### src/rtl/elbeth_id_operand_stage.sv
// Decode-side operand stage of the 5-stage RV32I pipeline.
// Drives the two register-file read ports and bypasses each source from EX, MEM or WB
// (highest priority first; x0 is always 0). On load-use it inserts one bubble and holds
// PC and IF/ID. It then captures the instruction and its operands into the ID/EX register.
//
// Ports
//   clk, rst_n                     clock, asynchronous active-low reset
//   if_*                           IF/ID instruction fields (valid, pc, rs1/rs2/rd, flags, imm)
//   id_rs1_addr/id_rs2_addr        register-file read addresses (combinational)
//   id_rs1_data/id_rs2_data        register-file read data
//   ex_result                      ALU result of the instruction held in ex_*
//   mem_rd_addr/we, mem_result     MEM-stage writeback candidate
//   wb_rd_addr/we, wb_rd_data      WB write port (same nets as the register-file write)
//   ex_flush                       kill the younger instruction (taken branch/jump in EX)
//   id_stall                       hold PC and IF/ID this cycle
//   ex_*                           ID/EX pipeline register outputs
module elbeth_id_operand_stage #(
  parameter int unsigned XLEN     = 32,
  parameter logic [31:0] RESET_PC = 32'h0
) (
  input  logic            clk,
  input  logic            rst_n,
  input  logic            if_valid,
  input  logic [31:0]     if_pc,
  input  logic [4:0]      if_rs1_addr,
  input  logic [4:0]      if_rs2_addr,
  input  logic            if_uses_rs1,
  input  logic            if_uses_rs2,
  input  logic [4:0]      if_rd_addr,
  input  logic            if_rd_we,
  input  logic            if_is_load,
  input  logic [XLEN-1:0] if_imm,
  output logic [4:0]      id_rs1_addr,
  output logic [4:0]      id_rs2_addr,
  input  logic [XLEN-1:0] id_rs1_data,
  input  logic [XLEN-1:0] id_rs2_data,
  input  logic [XLEN-1:0] ex_result,
  input  logic [4:0]      mem_rd_addr,
  input  logic            mem_rd_we,
  input  logic [XLEN-1:0] mem_result,
  input  logic [4:0]      wb_rd_addr,
  input  logic            wb_rd_we,
  input  logic [XLEN-1:0] wb_rd_data,
  input  logic            ex_flush,
  output logic            id_stall,
  output logic            ex_valid,
  output logic [31:0]     ex_pc,
  output logic [XLEN-1:0] ex_rs1_val,
  output logic [XLEN-1:0] ex_rs2_val,
  output logic [XLEN-1:0] ex_imm,
  output logic [4:0]      ex_rd_addr,
  output logic            ex_rd_we,
  output logic            ex_is_load
);

  logic            ex_valid_q, ex_valid_d;
  logic            ex_rd_we_q, ex_rd_we_d;
  logic            ex_is_load_q, ex_is_load_d;
  logic [31:0]     ex_pc_q, ex_pc_d;
  logic [XLEN-1:0] ex_rs1_val_q, ex_rs1_val_d;
  logic [XLEN-1:0] ex_rs2_val_q, ex_rs2_val_d;
  logic [XLEN-1:0] ex_imm_q, ex_imm_d;
  logic [4:0]      ex_rd_addr_q, ex_rd_addr_d;

  logic [1:0][4:0]      src_addr;
  logic [1:0][XLEN-1:0] rf_data;
  logic [1:0][XLEN-1:0] fwd_data;
  logic                 ex_fwd_ok;
  logic                 lu;

  assign id_rs1_addr = if_rs1_addr;
  assign id_rs2_addr = if_rs2_addr;

  assign src_addr = {if_rs2_addr, if_rs1_addr};
  assign rf_data  = {id_rs2_data, id_rs1_data};

  // A load in EX has no data yet; its consumer is caught by the load-use stall instead.
  assign ex_fwd_ok = ex_valid_q & ex_rd_we_q & ~ex_is_load_q;

  always_comb begin
    fwd_data = '0;
    for (int i = 0; i < 2; i++) begin
      if (src_addr[i] == 5'd0) begin
        fwd_data[i] = '0;
      end else if (ex_fwd_ok && (ex_rd_addr_q == src_addr[i])) begin
        fwd_data[i] = ex_result;
      end else if (mem_rd_we && (mem_rd_addr == src_addr[i])) begin
        fwd_data[i] = mem_result;
      end else if (wb_rd_we && (wb_rd_addr == src_addr[i])) begin
        // Register file writes on the same edge, so its read data is still stale.
        fwd_data[i] = wb_rd_data;
      end else begin
        fwd_data[i] = rf_data[i];
      end
    end
  end

  always_comb begin
    lu = if_valid & ex_valid_q & ex_is_load_q & ex_rd_we_q & (ex_rd_addr_q != 5'd0) &
         ((if_uses_rs1 & (if_rs1_addr == ex_rd_addr_q)) |
          (if_uses_rs2 & (if_rs2_addr == ex_rd_addr_q)));
    id_stall = lu & ~ex_flush;
  end

  // Bubbles clear only the control bits; data fields keep their previous contents.
  always_comb begin
    ex_valid_d   = ex_valid_q;
    ex_rd_we_d   = ex_rd_we_q;
    ex_is_load_d = ex_is_load_q;
    ex_pc_d      = ex_pc_q;
    ex_rs1_val_d = ex_rs1_val_q;
    ex_rs2_val_d = ex_rs2_val_q;
    ex_imm_d     = ex_imm_q;
    ex_rd_addr_d = ex_rd_addr_q;
    if (ex_flush || lu) begin
      ex_valid_d   = 1'b0;
      ex_rd_we_d   = 1'b0;
      ex_is_load_d = 1'b0;
    end else begin
      ex_valid_d   = if_valid;
      ex_rd_we_d   = if_rd_we;
      ex_is_load_d = if_is_load;
      ex_pc_d      = if_pc;
      ex_rs1_val_d = fwd_data[0];
      ex_rs2_val_d = fwd_data[1];
      ex_imm_d     = if_imm;
      ex_rd_addr_d = if_rd_addr;
    end
  end

  always_ff @(posedge clk or negedge rst_n) begin
    if (!rst_n) begin
      ex_valid_q   <= 1'b0;
      ex_rd_we_q   <= 1'b0;
      ex_is_load_q <= 1'b0;
      ex_pc_q      <= RESET_PC;
      ex_rs1_val_q <= '0;
      ex_rs2_val_q <= '0;
      ex_imm_q     <= '0;
      ex_rd_addr_q <= 5'd0;
    end else begin
      ex_valid_q   <= ex_valid_d;
      ex_rd_we_q   <= ex_rd_we_d;
      ex_is_load_q <= ex_is_load_d;
      ex_pc_q      <= ex_pc_d;
      ex_rs1_val_q <= ex_rs1_val_d;
      ex_rs2_val_q <= ex_rs2_val_d;
      ex_imm_q     <= ex_imm_d;
      ex_rd_addr_q <= ex_rd_addr_d;
    end
  end

  assign ex_valid   = ex_valid_q;
  assign ex_pc      = ex_pc_q;
  assign ex_rs1_val = ex_rs1_val_q;
  assign ex_rs2_val = ex_rs2_val_q;
  assign ex_imm     = ex_imm_q;
  assign ex_rd_addr = ex_rd_addr_q;
  assign ex_rd_we   = ex_rd_we_q;
  assign ex_is_load = ex_is_load_q;

endmodule
### config.mk
export PLATFORM = sky130hd
export DESIGN_NAME = elbeth_id_operand_stage
export DESIGN_NICKNAME = d
export VERILOG_FILES = /design/src/rtl/elbeth_id_operand_stage.sv
export SDC_FILE = /design/constraint.sdc
export NUM_CORES = 1
export LEC_CHECK = 0
export CAP_MARGIN = 40
export CORE_AREA = 5 5 153 155
export DETAILED_ROUTE_END_ITERATION = 8
export DIE_AREA = 0 0 158 160
export PLACE_DENSITY = 0.77
export SYNTH_ARGS = -nofsm -noshare
export SYNTH_HDL_FRONTEND = slang
export SYNTH_SLANG_ARGS = --single-unit
### constraint.sdc
create_clock -name clk -period 8 [get_ports clk]
set_clock_uncertainty 0.15 [all_clocks]
set_input_delay 1.6 -clock clk [delete_from_list [all_inputs] [get_ports clk]]
set_output_delay 1.6 -clock clk [all_outputs]
set_load 0.01 [all_outputs]
* Yosys cells after proc, flatten, opt, wreduce, memory -nomap -nowiden *
Cells that the tools add are included.

operators by class
  equal/unequal tests = 8
  muxes and demuxes = 11
  bitwise operators = 13
  reductions and logical operators = 10

operators by type and width
  operator             number
  two-way mux 32 bit   8
  equality test 5 bit  8
  bitwise AND 1 bit    10
  zero test 5 bit      2
  logical AND 1 bit    6
  nonzero test 5 bit   1
  two-way mux 1 bit    3
  NOT 1 bit            2
  logical OR 1 bit     1
  bitwise OR 1 bit     1

word-level totals
  register bits = 136
  bits of input ports = 259
  output and inout bits = 147
  word-level logic and storage cells = 50

* Depth between registers and ports, before layout *
Gate-level depths: netlist of the first run.

  depth after elaboration = 7
  gate-level depth with buffers = 7
  gate-level depth less buffers = 5

* Worst setup path before layout of the first run *
No wires, ideal clock.

  path kind = input-to-output
  from = in if_rs2_addr[4]
  to = out id_stall
  arrival time = 2.768 ns
  data required time = 6.250 ns
  path slack = 3.482 ns
  stages = 5
  cells stage by stage = xor2_1 -> nor3_1 -> nand3_1 -> clkbuf_1 -> a21oi_1

between the ends
  cells in the longest elaborated chain, start to end = 5

ends and longest elaborated chain
  what                 line  source
  from (decl)          26    input logic [4:0] if_rs2_addr,
  equality test 5 bit  101   (if_uses_rs2 & (if_rs2_addr == ex_rd_addr_q)));
  bitwise AND 1 bit    101
  bitwise OR 1 bit     100   ((if_uses_rs1 & (if_rs1_addr == ex_rd_addr_q)) |
  bitwise AND 1 bit    99    lu = if_valid & ex_valid_q & ex_is_load_q & ex_rd_we_q & (ex_rd_addr_q != 5'd0) &
  bitwise AND 1 bit    102   id_stall = lu & ~ex_flush;
  to (decl)            45    output logic id_stall,

Every way passes these cells.

* Final worst setup path of the first run *
Same ends and word-level chain as after synthesis.

==> results of run 1 <==
## metrics by stage
| step | worst slack (ns) | hold slack, ns |
|---|---|---|
| 3_3_place_gp | 2.40 | 0.316 |
| 6_report | 2.24 | 0.338 |
| 4_1_cts | 2.29 | 0.341 |
| 5_1_grt | 2.14 | 0.351 |
| 3_5_place_dp | 2.32 | 0.324 |
| 2_1_floorplan | 3.48 | 0.379 |
## how the worst min path moves through the flow
stage / startpoint / endpoint
after floorplan: ex_imm[0] / ex_imm[0]
after CTS: ex_pc[11] / ex_pc[11]
after global placement: ex_pc[6] / ex_pc[6]
final: ex_pc[11] / ex_pc[11]
after detailed placement: ex_pc[11] / ex_pc[11]
after global routing: ex_imm[28] / ex_imm[28]
## sequential cells by signal (all words and copies together), names as in the netlist
register    flops
ex_rs2_val     32
ex_imm         32
ex_pc          32
ex_is_load      1
ex_rs1_val     32
ex_rd_addr      5
ex_valid        1
ex_rd_we        1
## cell usage after synthesis, types with 3 or more instances
cell type  number  area, µm²
mux2_1         67        754
a211oi_1       32        240
a221oi_1       32        280
and3_1         34        213
o311ai_0       59        517
o311ai_1        5       43.8
xor2_1         22        193
buf_6           7       78.8
nand4_1        67        419
nor2_1        101        379
o31ai_1        64        480
nand3_1        37        185
buf_1           6       22.5
xnor2_1         8       70.1
a21oi_1         3       15.0
dfrtp_1       136       3400
clkbuf_1       81        304
buf_4          10       75.1
and2_1          7       43.8
nor3_1          4       20.0
nand2_1         4       15.0
## cells by family after synthesis
family	share of synthesized area
AND/OR/NAND/NOR	0.172
AO/OA/AOI/OAI	0.203
flip-flops	0.432
buffers and inverters	0.0616
multiplexers	0.0986
XOR/XNOR	0.0333
## power groups by stage
stage / registers, µW / logic [µW] / clock network (µW)
global route: 814 / 589 / 912
finish: 806 / 558 / 868
CTS: 805 / 560 / 878
floorplan: 842 / 151 / 0
detailed placement: 817 / 557 / 0
global placement: 816 / 548 / 0
## cell type report
class	instances	area, µm²	area share
repair buffers	429	4270	0.336
multi-input cells	559	4040	0.318
flip-flops and latches	136	3400	0.268
clock buffers	17	425	0.0335
well taps	280	350	0.0276
clock inverters	15	224	0.0176
diodes	2	5.00	0.000394
## worst max-delay path, delay by kind of cell
kind | cells | cell delay [ns]
buffers and inverters | 3 | 1.41
AND/OR/NAND/NOR | 2 | 0.51
AO/OA/AOI/OAI | 1 | 0.25
XOR/XNOR | 1 | 0.21
## layer usage
| layer | global-route usage | vias to the layer above |
|---|---|---|
| met2 | 0.467 | 640 |
| met1 | 0.383 | 4304 |
| met4 | 0.0981 | 4 |
| li1 | - | 3811 |
| met5 | 0 | - |
| met3 | 0.0712 | 97 |
==> impl_results.md, run 1 <==
* Status: complete, no violations
* Worst hold path cell count at 1
* Post-Route WL at roughly 38,000 µm
* DR top layer: met5
* Die W at ~160 µm
* Syn Nets at between 1k and 1.5k
* TNS Setup at 0 ns
* DR WL/cell at between 20 and 30 µm
* Initial DRT Pass Iterations at 5
* Crit-path max FO at 35
* GRT Residual Overflow at 0
* P_sw at roughly 670 µW
* Die area at roughly 25,000 µm²
* Hold buffers post-CTS at 0
* Register share of total power at 0.361
* Final hold violations at 0
* Total core area at 21,700 µm²
* Vias per cell at about 6
* Ys async rst share at 1.00
* Worst reg2reg startpoint: ex_rd_addr[1]
* Comb power frac at 0.250
* # setup viols final at 0
* Port Buf Inserts at roughly 410
* FMAX at ~0.17 GHz
* Gpl congestion at between 0.9 and 1
* Fillers at about 1.9k
* Synth unique cells at 31
* Largest net degree at the start of global routing at roughly 70
* Vias post-DR at around 9k
* Area Growth Syn to Fin at 61.2%
* Commonest non-fill, non-tap cell in the layout: clkdlybuf4s50_1
* Worst Tran Pin Value at slightly above 0.9 ns
* Endpoint class of the critical path: output port
* Worst skew pair latency at ~0.42 ns
* Met3 Wirelength at around 4000 µm
* RSZ-0062 raised after global routing: false
* CP max-delay cell: clkdlybuf4s50_1
* Worst Hold Class: reg -> reg
* Routed met1 length at ~14,000 µm
* Path depth of the worst reg2reg path at 8
* Root Buffer: clkbuf_16
* Nets at 1,402
* Row cnt at 54
* Placed instance count at 1,404
* Mapped cell area at between 7000 and 8000 µm²
* Worst R2R End: ex_imm[13]
* PostCTS Resize Cnt at 0
* Hpwl dp at ~26,000 µm
* Max incr delay on CP at between 0.5 and 0.6 ns
* Post-Layout Cell Count at 1,438
* Utilization after layout at 0.586
* Leak at 0.00497 µW
* Placed cell areas at around 12,000 µm²
* GRT Overall Usage at 0.291
* Critical path required time at roughly 6.3 ns
* Pins Over Slew Limit at 0
* Switch share at 0.301
* TritonCTS buffer count at 17
* Register area share after synthesis at 0.432
* EDFF count, synth at 0
* #FFs+latches synth at roughly 140
* Postcts setup bufs at 0
* CTS sink cnt at approximately 140
* Most used flip-flop cell after synthesis: dfrtp_1
* WL met2 at 18,400 µm
* Vias in the first global route at around 9k
* Final min period at between 5 and 6 ns
* Worst setup path start: if_rs2_addr[4]
* Initial antenna violation count at 4
* Ports at ~410
* CTS Buffer Depth at 2
* PD cells at 176 nW/µm²
* Maximum VDD drop at ~0.00013 V
* WS Path Type: in -> out
* Internal at around 1600 µW
* Syn Area/Cell at a little under 10 µm²
* First-pass GRT wire length at around 56,000 µm
* Max_cap viols at 0
* CP startpoint kind: input pin
* Design area at about 13,000 µm²
* Period utilization at 0.720
* Max transition margin at 0.394
* Most frequent cells in the layout: 402 x clkdlybuf4s50_1, 136 x dfrtp_1, 100 x nor2_1, 67 x nand4_1, 67 x mux2_1
* Antenna Nets Post-Route at 0
* Clock Power Share at 0.389
* Layout cells sized above 1 at 0.0614
* Critical path endpoint: id_stall
* Setup slack, reg-to-reg at 4.62 ns
* Iter 0 DRT Violations at 1,067
* Synth warn at 0
* Tot Pwr at ~2200 µW
* Die Ht at roughly 160 µm
* Worst-path clk slew at around 0.080 ns
* Crit path DAT at roughly 4.0 ns
* CTS H-tree lvls at 4
* Starting Density at 0.364
* Syn Inst Count at 800
* Worst path cell trace: clkdlybuf4s50_1 > xor2_1 > nor3_1 > nand3_2 > buf_4 > a21oi_1 > clkdlybuf4s50_1
* Crit-path most repeated cell: clkdlybuf4s50_1
* CTS tree: done
* DRC Markers at 0
No activity file was read; power rests on OpenSTA's default activity.
==> run 2: changes to the inputs <==
--- a/config.mk
+++ b/config.mk
@@ -6,10 +6,10 @@
 export NUM_CORES = 1
 export LEC_CHECK = 0
 export CAP_MARGIN = 40
-export CORE_AREA = 5 5 153 155
+export CORE_MARGIN = 5
+export CORE_UTILIZATION = 37
 export DETAILED_ROUTE_END_ITERATION = 8
-export DIE_AREA = 0 0 158 160
-export PLACE_DENSITY = 0.77
+export PLACE_DENSITY = 0.82
 export SYNTH_ARGS = -nofsm -noshare
 export SYNTH_HDL_FRONTEND = slang
 export SYNTH_SLANG_ARGS = --single-unit
==> constraint.sdc (replaced) <==
create_clock -name clk -period 4.6 [get_ports clk]
set_clock_uncertainty 0.15 [all_clocks]
set_input_delay 0.92 -clock clk [delete_from_list [all_inputs] [get_ports clk]]
set_output_delay 0.92 -clock clk [all_outputs]
set_load 0.01 [all_outputs]
==> impl_results.md, run 2 (synthesis gave the netlist of run 1 again) <==
* Max_cap viols at 0 (unchanged)
* Row cnt at 53 (-1.9%)
* # setup viols final at 0 (unchanged)
* TNS Setup at 0 ns (unchanged)
* Maximum VDD drop at 0.000220 V (+65%)
* CP startpoint kind: input pin
* Fillers at 1,711 (-8.1%)
* Vias in the first global route at 9,193 (+2.3%)
* Vias per cell at 6.20 (+0.66%)
* CTS tree: done
* PostCTS Resize Cnt at 0 (unchanged)
* Post-Route WL at 37,800 µm (-0.56%)
* Placed instance count at 1,407 (+0.21%)
* Critical path required time at 3.53 ns (-2.72 ns)
* WS Path Type: in -> out
* Initial antenna violation count at 0 (-4)
* CTS sink cnt at 136 (unchanged)
* Worst Tran Pin Value at 0.873 ns (-0.0365 ns)
* Largest net degree at the start of global routing at 88 (+22%)
* Starting Density at 0.375 (+0.0115)
* GRT Residual Overflow at 0 (unchanged)
* Worst-path clk slew at 0.06 ns (-0.02 ns)
* Ports at 406 (unchanged)
* Final hold violations at 0 (unchanged)
* TritonCTS buffer count at 17 (unchanged)
* Iter 0 DRT Violations at 898 (-16%)
* Max transition margin at 0.418 (+0.0243)
* Most frequent cells in the layout: 402 x clkdlybuf4s50_1, 136 x dfrtp_1, 100 x nor2_1, 67 x nand4_1, 67 x mux2_1
* Die W at 156 µm (-1.3%)
* Setup slack, reg-to-reg at 1.59 ns (-3.03 ns)
* Die Ht at 156 µm (-2.5%)
* Worst reg2reg startpoint: ex_rd_addr[1]
* Nets at 1,410 (+0.57%)
* Endpoint class of the critical path: output port
* Status: complete, no violations
* CTS Buffer Depth at 2 (unchanged)
* Register Area at 3400 µm² (unchanged)
* Utilization after layout at 0.601 (+0.0152)
* Multi-input gate area at 4040 µm² (unchanged)
* Area Growth Syn to Fin at 60.3%
* Post-Layout Cell Count at 1,439 (+0.070%)
* Crit-path max FO at 5 (-86%)
* Hpwl dp at 26,800 µm (+1.7%)
* Post-placement setup slack at 0.347 ns (-1.97 ns)
* Diodes inserted at 0 (-2)
* PD cells at 293 nW/µm² (+67%)
* DR WL/cell at 26.3 µm (-0.63%)
* Period utilization at 0.931
* Tot Pwr at 3700 µW (+66%)
* Leak at 0.00495 µW (-0.39%)
* Final min period at between 4 and 5 ns
* Postcts setup bufs at 0 (unchanged)
* First-pass GRT wire length at 56,000 µm (-0.42%)
* Die area at 24,300 µm² (-3.8%)
* Gpl congestion at 0.947 (+1.3%)
* Initial DRT Pass Iterations at 6 (+1)
* Crit path DAT at 3.21 ns (-0.80 ns)
* Port Buf Inserts at 405 (unchanged)
* Antenna Nets Post-Route at 0 (unchanged)
* Commonest non-fill, non-tap cell in the layout: clkdlybuf4s50_1
* Layout cells sized above 1 at 0.0670 (+0.00559)
* Final worst slack at 0.318 ns (-1.92 ns)
* Critical path endpoint: id_stall
* Worst setup path start: if_rs1_addr[0]
* Worst Hold Class: reg -> reg
* RSZ-0062 raised after global routing: false
* Hold buffers post-CTS at 0 (unchanged)
* GRT Overall Usage at 0.301 (+0.0100)
* FMAX at approximately 0.23 GHz
* Path depth of the worst reg2reg path at 7 (-1)
* Vias post-DR at 8,921 (+0.73%)
* Pins Over Slew Limit at 0 (unchanged)
* DRC Markers at 0 (unchanged)
* Root Buffer: clkbuf_16
* CTS H-tree lvls at 4 (unchanged)
* Worst R2R End: ex_rs2_val[3]
* Total core area at 21,000 µm² (-3.1%)
* Worst skew pair latency at 0.42 ns (about the same)
[run 2: worst min-delay path by stage]
stage / from / to / slack [ns] / cells after the start
global placement: ex_imm[20] / ex_imm[20] / 0.32 / 1
CTS: ex_pc[18] / ex_pc[18] / 0.34 / 1
global route: ex_imm[9] / ex_imm[9] / 0.35 / 1
finish: ex_imm[15] / ex_imm[15] / 0.34 / 1
detailed placement: ex_pc[9] / ex_pc[9] / 0.32 / 1
floorplan: ex_imm[0] / ex_imm[0] / 0.38 / 1
[run 2: critical path: stages]
cell	delay, ns
clkdlybuf4s50_1	0.55
xor2_1	0.20
nor3_1	0.45
nand3_2	0.15
a21oi_1	0.27
clkdlybuf4s50_1	0.68
[run 2: cell type report]
| cell class | count | area share |
|---|---|---|
| clock inverter | 14 | 0.0101 |
| tap | 275 | 0.0272 |
| timing repair buffer | 437 | 0.340 |
| sequential | 136 | 0.269 |
| clock buffer | 18 | 0.0340 |
| multi-input combinational | 559 | 0.320 |
[run 2: metrics by stage]
| step | cell area, µm² | hold slack, ns |
|---|---|---|
| floorplan | 7880 | 0.379 |
| global placement | 12100 | 0.316 |
| detailed placement | 12100 | 0.324 |
| CTS | 12600 | 0.338 |
| global route | 12600 | 0.355 |
| finish | 12600 | 0.335 |
[run 2: layer usage]
metal	vias up	wire length, µm	global-route usage
met5	-	0	0
met4	0	1580	0.127
met3	120	4030	0.0746
met2	679	17900	0.487
met1	4306	14300	0.384
li1	3816	-	-
[run 2: power by group]
| part | leakage [µW] | total (µW) | internal, µW | switching [µW] |
|---|---|---|---|---|
| Clock | 0.000269 | 1320 | 714 | 608 |
| Combinational | 0.00305 | 974 | 550 | 424 |
| Sequential | 0.00163 | 1400 | 1320 | 84.7 |
==> run 3: changes to the inputs <==
--- a/config.mk
+++ b/config.mk
@@ -6,10 +6,10 @@
 export NUM_CORES = 1
 export LEC_CHECK = 0
 export CAP_MARGIN = 40
-export CORE_MARGIN = 5
-export CORE_UTILIZATION = 37
+export CORE_AREA = 5 5 153 155
 export DETAILED_ROUTE_END_ITERATION = 8
-export PLACE_DENSITY = 0.82
+export DIE_AREA = 0 0 158 160
+export PLACE_DENSITY = 0.77
 export SYNTH_ARGS = -nofsm -noshare
 export SYNTH_HDL_FRONTEND = slang
 export SYNTH_SLANG_ARGS = --single-unit
==> constraint.sdc (replaced) <==
create_clock -name clk -period 5.1 [get_ports clk]
set_clock_uncertainty 0.15 [all_clocks]
set_input_delay 1.02 -clock clk [delete_from_list [all_inputs] [get_ports clk]]
set_output_delay 1.02 -clock clk [all_outputs]
set_load 0.01 [all_outputs]
==> impl_results.md, run 3 (synthesis gave the netlist of run 1 again) <==
* PD cells at 267 nW/µm² (-8.8%)
* Worst-path clk slew at 0.07 ns (about the same)
* # setup viols final at 0 (unchanged)
* Post-Layout Cell Count at 1,439 (unchanged)
* Period utilization at 0.862
* Crit-path max FO at 5 (unchanged)
* Hpwl dp at 26,900 µm (+0.59%)
* DR WL/cell at 26.7 µm (+1.6%)
* RSZ-0062 raised after global routing: false
* Leak at 0.00494 µW (-0.19%)
* Worst Hold Class: in -> async
* Gpl congestion at 0.938 (-0.99%)
* Die Ht at 160 µm (+2.6%)
* First-pass GRT wire length at 56,800 µm (+1.4%)
* Final hold violations at 0 (unchanged)
* CTS sink cnt at 136 (unchanged)
* Row cnt at 54 (+1.9%)
* Largest net degree at the start of global routing at 80 (-9.1%)
* DRC Markers at 0 (unchanged)
* Vias in the first global route at 9,071 (-1.3%)
* Nets at 1,404 (-0.43%)
* WS Path Type: in -> out
* Post-Route WL at 38,400 µm (+1.6%)
* Initial DRT Pass Iterations at 6 (unchanged)
* Worst skew pair latency at 0.42 ns (about the same)
* TritonCTS buffer count at 17 (unchanged)
* Commonest non-fill, non-tap cell in the layout: clkdlybuf4s50_1
* GRT Overall Usage at 0.292 (-0.00846)
* Crit path DAT at 3.23 ns (+0.02 ns)
* Postcts setup bufs at 0 (unchanged)
* Area Growth Syn to Fin at 60.4% (about the same)
* FMAX at 0.227 GHz
* Iter 0 DRT Violations at 1,009 (+12%)
* Placed instance count at 1,406 (-0.071%)
* Maximum VDD drop at 0.000207 V (-5.6%)
* Fillers at 1,852 (+8.2%)
* Critical path required time at 3.93 ns (+0.40 ns)
* GRT Residual Overflow at 0 (unchanged)
* Max transition margin at 0.429 (+0.0111)
* Layout cells sized above 1 at 0.0630 (-0.00397)
* Final worst slack at 0.704 ns (+0.386 ns)
* Pins Over Slew Limit at 0 (unchanged)
* Status: complete, no violations
* Total core area at 21,700 µm² (+3.2%)
* CTS tree: done
* Endpoint class of the critical path: output port
* Ports at 406 (unchanged)
* CTS Buffer Depth at 2 (unchanged)
* Die area at 25,300 µm² (+3.9%)
* Root Buffer: clkbuf_16
* CTS H-tree lvls at 4 (unchanged)
* CP startpoint kind: input pin
* Final min period at around 4.4 ns
* Post-placement setup slack at 0.687 ns (+0.339 ns)
* TNS Setup at 0 ns (unchanged)
* Starting Density at 0.364 (-0.0115)
* Die W at 158 µm (+1.3%)
* Initial antenna violation count at 3 (+3)
* Port Buf Inserts at 405 (unchanged)
* Worst Tran Pin Value at 0.856 ns (-0.0166 ns)
* Most frequent cells in the layout: 402 x clkdlybuf4s50_1, 136 x dfrtp_1, 100 x nor2_1, 67 x nand4_1, 67 x mux2_1
* Hold buffers post-CTS at 0 (unchanged)
* PostCTS Resize Cnt at 0 (unchanged)
* Antenna Nets Post-Route at 0 (unchanged)
* Max_cap viols at 0 (unchanged)
* Vias post-DR at 8,845 (-0.85%)
* Vias per cell at 6.15 (-0.85%)
## run 3: cell count changes in the layout (fill, tap and decap cells not counted), sizes merged
cell	previous run	this run
buf	35	29
clkbuf	18	17
diode	0	1
inv	9	10
## run 3: worst max-delay path: stages
cell             delay, ns
clkdlybuf4s50_1       0.54
xor2_1                0.22
nor3_1                0.40
nand3_2               0.14
a21oi_1               0.23
clkdlybuf4s50_1       0.68
## run 3: worst paths after layout
check,from,end,slack (ns),depth (start not counted)
min in group clk,ex_pc[6],ex_pc[6],0.34,1
max reg2reg,ex_rd_addr[1],ex_imm[15],2.07,6
max in group asynchronous,rst_n,ex_rs2_val[15],3.23,3
max,if_rs2_addr[0],id_stall,0.70,6
min reg2reg,ex_pc[6],ex_pc[6],0.34,1
min,rst_n,ex_pc[11],0.28,1
## run 3: area by class of cell
class,instances,area [µm²],share of cell area
flip-flops and latches,136,3400,0.269
well taps,280,350,0.0277
clock buffers,17,425,0.0336
multi-input cells,559,4040,0.319
diodes,1,2.50,0.000198
clock inverters,15,153,0.0121
repair buffers,431,4270,0.338
## run 3: layer usage
| metal | part of all wire | global-route usage |
|---|---|---|
| met2 | 0.48 | 0.478 |
| met1 | 0.39 | 0.379 |
| met3 | 0.10 | 0.0742 |
| met5 | 0.00088 | 0 |
| met4 | 0.028 | 0.0938 |
## run 3: metrics by stage
stage           util  cell area [µm²]  power [µW]  hold WS [ns]
6_report       0.583            12600        3380         0.276
5_1_grt        0.583            12600        3500         0.264
4_1_cts        0.583            12600        3400         0.262
3_5_place_dp   0.556            12100        2160         0.324
3_3_place_gp   0.555            12000        2140         0.317
2_1_floorplan      -             7880        1560         0.379
## run 3: report_power, final
part	internal (µW)	switching, µW
Clock	654	578
Sequential	1190	76.1
Combinational	496	383
Total	2340	1040
==> RTL edit 1, RTL diff (settings of run 1) <==
Take the reset off `ex_rs1_val_q` and load it in a clocked block of its own.
--- a/src/rtl/elbeth_id_operand_stage.sv
+++ b/src/rtl/elbeth_id_operand_stage.sv
@@ -136,3 +136,2 @@
       ex_pc_q      <= RESET_PC;
-      ex_rs1_val_q <= '0;
       ex_rs2_val_q <= '0;
@@ -145,3 +144,2 @@
       ex_pc_q      <= ex_pc_d;
-      ex_rs1_val_q <= ex_rs1_val_d;
       ex_rs2_val_q <= ex_rs2_val_d;
@@ -150,2 +148,6 @@
     end
+  end
+
+  always_ff @(posedge clk) begin
+    ex_rs1_val_q <= ex_rs1_val_d;
   end
Function: changed (a bounded check fails within 4 cycles, from zero or initial values and one cycle with rst_n low).
==> RTL edit 1 against run 1 <==
  * Worst setup slack lost 5.8 ps
  * Sequential cell count did not move
  * Core utilization rose by 1.1 points
  * Cell area increased by 1.9%
  * Total power decreased by 0.81%
  * Fmax is 0.10% lower
  * Synthesized area rose by 1.6%
  * Largest power group unchanged
  * Critical path depth is 1 higher
  * First-iteration DRC count is 29% lower
  * Sequential power is 1% higher
  * Wire length is 6.9% lower
==> RTL edit 1: results (changes against run 1) <==
* Comb pwr share at 25.3% (was 25.0%)
* Largest net degree at the start of global routing at 65 (was 72)
* Design Power at 2.21 mW (was 2.23 mW)
* Placed Instance Area at 0.0123 mm2 (was 0.0121 mm2)
* CTS resizes at 0 (unchanged)
* Dominant cells by area after synthesis: dfrtp_1 32%, edfxtp_1 12%, mux2_2 8.3% (was dfrtp_1 43%, mux2_1 9.6%, o311ai_0 6.6%)
* Status: finished, final reports clean (unchanged)
* Reg-to-Reg End: ex_pc[27] (was ex_imm[13])
* ClkCell Share at 4.88% (was 5.11%)
* CP max FO at 33 (was 35)
* Hold Crit Start: ex_imm[26] (was ex_pc[11])
* Via/cell ratio at 5.88 (was 6.16)
* Post-synth top area share at 32.5% (was 43.2%)
* Hold slack at 356 ps (was 338 ps)
* Met1 GRT Util at 30.6% (was 38.3%)
* Detailed Route WL at 35400 um (was 38000 um)
* Multi-input gate share of total cell area at 30.5% (was 31.8%)
* Asr flop ratio synth at 76.5% (was 100%)
* Met3 GRT Util at 10.7% (was 7.12%)
* Vias in the first global route at 8638 (was 8983)
* 1st-iter DRT viols at 757 (was 1067)
* Pleak at 4.97 nW (about the same)
* GPL Wtd Cong at 0.882 (was 0.935)
* Hold Buf Count CTS at 0 (unchanged)
* Reg power frac at 36.8% (was 36.1%)
* Gate Count Post-Synth at 751 (was 800)
* Layout buffer count excluding clock buffers at 427 (was 429)
* Area of the multi-input gates at 0.00395 mm2 (was 0.00404 mm2)
* Initial antenna violation count at 11 (was 4)
* Antenna Cells at 9 (was 2)
* Fmax at 173 MHz (was 174 MHz)
* Sequential share of cell area at 27.5% (was 26.8%)
* Net Sw Power at 0.661 mW (was 0.671 mW)
* Pre-CTS WS at 2270 ps (was 2320 ps)
* Total track usage at 26.9% (was 29.1%)
* Fillers at 1732 (was 1861)
* Number of synthesized flops with an enable pin at 32 (was 0)
* Final HPWL from detailed placement at 25500 um (was 26300 um)
* Reg2Reg Depth at 7 (was 8)
* Yosys cell types at 39 (was 31)
* Fraction of layout cells with a size suffix above 1 at 12.0% (was 6.14%)
* R2R Path Start: ex_rd_addr[2] (was ex_rd_addr[1])
* Hold worst-path end: ex_imm[26] (was ex_pc[11])
* #MultiIn Comb at 491 (was 559)
* Inverters at 33 (was 0)
* Clk_lat worst skew at 420 ps (about the same)
* R2R setup slack at 4960 ps (was 4620 ps)
* CP Launch Point: if_rs2_addr[2] (was if_rs2_addr[4])
* VDD IR max at 0.138 mV (was 0.133 mV)
* Post-Synthesis Net Count at 1010 (was 1059)
* First-pass GRT wire length at 52400 um (was 56200 um)
* GR Util met2 at 44.4% (was 46.7%)
* Register area share after synthesis at 44.5% (was 43.2%)
* Layout Cells excl Fill at 1408 (was 1438)
* CP peak stage delay at 580 ps (about the same)
* Non-clock buffers, area share at 33.3% (was 33.6%)
* Most frequent cells after synthesis: 104 x dfrtp_1, 66 x clkbuf_1, 59 x mux2_2 (was 136 x dfrtp_1, 101 x nor2_1, 81 x clkbuf_1)
RTL edit 1: cell types whose count changed in the layout (fill, tap and decap cells not counted), sizes merged, moves of 62 or more:
cell	change
nand4	-62
nor2	-94
o311ai	-64
o31ai	-64
RTL edit 1: logic make-up (layout without fill, tap and decap cells):
| kind of cell | after synthesis | in the layout | share of synthesized area [%] |
|---|---|---|---|
| muxes | 69 | 69 | 10.2 |
| AOI/OAI and AO/OA | 292 | 292 | 28.4 |
| other | 0 | 9 | 0 |
| xor gates and xnor gates | 30 | 30 | 3.28 |
| DFF | 136 | 136 | 44.5 |
| buffers and inverters | 124 | 492 | 6.78 |
| and+or+nand+nor | 100 | 100 | 6.93 |
RTL edit 1: routing by layer:
layer	vias up	routed length, um
met5	-	28
met2	598	17100
met1	3907	12400
met4	4	1420
li1	3669	-
met3	96	4460
==> RTL edit 2, RTL diff (settings of run 1) <==
Made on the original files. Set the parameter `XLEN` to 36 (it was 32).
--- a/src/rtl/elbeth_id_operand_stage.sv
+++ b/src/rtl/elbeth_id_operand_stage.sv
@@ -17,3 +17,3 @@
 module elbeth_id_operand_stage #(
-  parameter int unsigned XLEN     = 32,
+  parameter int unsigned XLEN     = 36,
   parameter logic [31:0] RESET_PC = 32'h0
Ports: changed (9 resized); port bits go from 406 to 442. No check against the original RTL was run, so the function may have changed too.
==> RTL edit 2 against run 1 <==
  * Sequential cell count is 12 higher
  * Total power is 3.0% higher
  * Synthesized area is 8.2% higher
  * Critical path type unchanged
  * Wire length is 2.4% higher
  * Largest cell class unchanged
  * Via count is 4.6% higher
  * Worst setup slack worse by 18 ps
  * Cell area is 7.6% higher
  * Clock power is 4.0% lower
==> RTL edit 2: results (changes against run 1) <==
* Yosys cell types at 30 (was 31)
* Vias in the first global route at 9375 (was 8983)
* GR Util met2 at 50.3% (was 46.7%)
* Status: finished, final reports clean (unchanged)
* Number of synthesized flops with an enable pin at 0 (unchanged)
* Pre-CTS WS at 2260 ps (was 2320 ps)
* First-pass GRT wire length at 58600 um (was 56200 um)
* Hold Crit Class: reg2reg (unchanged)
* CTS Buf Count at 17 (unchanged)
* Dominant cells by area after synthesis: dfrtp_1 43%, o311ai_0 7.4%, o31ai_1 6.3% (was dfrtp_1 43%, mux2_1 9.6%, o311ai_0 6.6%)
* Port Buf Inserts at 441 (was 405)
* Ys Warns at 0 (unchanged)
* Gate Count Post-Synth at 838 (was 800)
* CTS resizes at 0 (unchanged)
* Post-Synthesis Net Count at 1121 (was 1059)
* Fraction of layout cells with a size suffix above 1 at 8.54% (was 6.14%)
* Root buffer cell: clkbuf_16 (unchanged)
* Via/cell ratio at 6.16 (about the same)
* Routed len/inst at 25.9 um (was 26.4 um)
* Most frequent cells after synthesis: 148 x dfrtp_1, 81 x clkbuf_1, 77 x nor2_1 (was 136 x dfrtp_1, 101 x nor2_1, 81 x clkbuf_1)
* Via total after detailed routing at 9265 (was 8856)
* 1st-iter DRT viols at 904 (was 1067)
* CP max FO at 39 (was 35)
* Total track usage at 29.8% (was 29.1%)
* VDD IR max at 0.128 mV (was 0.133 mV)
* Pleak at 5.31 nW (was 4.97 nW)
* Met1 GRT Util at 38.1% (was 38.3%)
* CTS H-tree lvls at 4 (unchanged)
* Fillers at 1751 (was 1861)
* Slew headroom at 35.2% (was 39.4%)
* Worst-path clk slew at 70 ps
* Largest net degree at the start of global routing at 88 (was 72)
* Maximum clock path buffer count at 2 (unchanged)
* Met3 GRT Util at 6.85% (was 7.12%)
* Drt pass-1 iters at 5 (unchanged)
* Final HPWL from detailed placement at 27100 um (was 26300 um)
* Arrival time worst endpoint at 4030 ps (was 4010 ps)
* GPL Wtd Cong at 0.887 (was 0.935)
* Register area share after synthesis at 43.4% (was 43.2%)
* Clk_lat worst skew at 420 ps (about the same)
* Asr flop ratio synth at 100% (unchanged)
* Initial antenna violation count at 5 (was 4)
* Setup Fix Bufs, Post-CTS at 0 (unchanged)
RTL edit 2: worst paths after layout:
check	start	to	slack (ps)	cells past startpoint
max in group asynchronous	rst_n	ex_rs2_val[35]	5200	2
min in group asynchronous	rst_n	ex_imm[32]	1080	1
worst max-delay path	if_rs2_addr[4]	id_stall	2220	7
worst min-delay path	ex_imm[1]	ex_imm[1]	330	1
worst max register to register	ex_rd_addr[1]	ex_pc[19]	4510	8
worst min register to register	ex_imm[1]	ex_imm[1]	330	1
RTL edit 2: cell type report:
| class | instances | area (um2) | area share, % |
|---|---|---|---|
| timing repair buffer | 460 | 4640 | 33.9 |
| multi-input combinational | 579 | 4380 | 32.0 |
| sequential | 148 | 3700 | 27.1 |
| clock buffer | 17 | 425 | 3.11 |
| tap | 280 | 350 | 2.56 |
| clock inverter | 14 | 168 | 1.23 |
| antenna | 5 | 12.5 | 0.0915 |
RTL edit 2: cell families after synthesis:
group	share of synthesized area (%)
simple gates	13.9
flops	43.4
buf+inv	5.81
xor+xnor	3.08
mux	9.64
compound gates	24.2
RTL edit 2: where the power goes:
group | internal (mW) | switching, mW | total (mW)
logic | 0.341 | 0.251 | 0.592
clock network | 0.469 | 0.364 | 0.833
registers | 0.826 | 0.0491 | 0.875
RTL edit 2: through the flow:
| step | utilization, % | cell area, um2 |
|---|---|---|
| after floorplan | - | 8530 |
| after global placement | 59.7 | 12900 |
| after detailed placement | 60.3 | 13100 |
| after CTS | 63.0 | 13700 |
| after global routing | 63.1 | 13700 |
| final | 63.1 | 13700 |
RTL edit 2: critical path, cell delays in order:
cell,delay (ps)
clkdlybuf4s50_1,520
xor2_1,210
nor3_1,430
nand3_2,110
buf_4,300
a21oi_1,250
clkdlybuf4s50_1,570
RTL edit 2: layer usage:
metal	wire length, um	vias up
li1	-	4080
met1	14900	4578
met2	19500	540
met3	3570	65
met4	989	2
met5	13	-
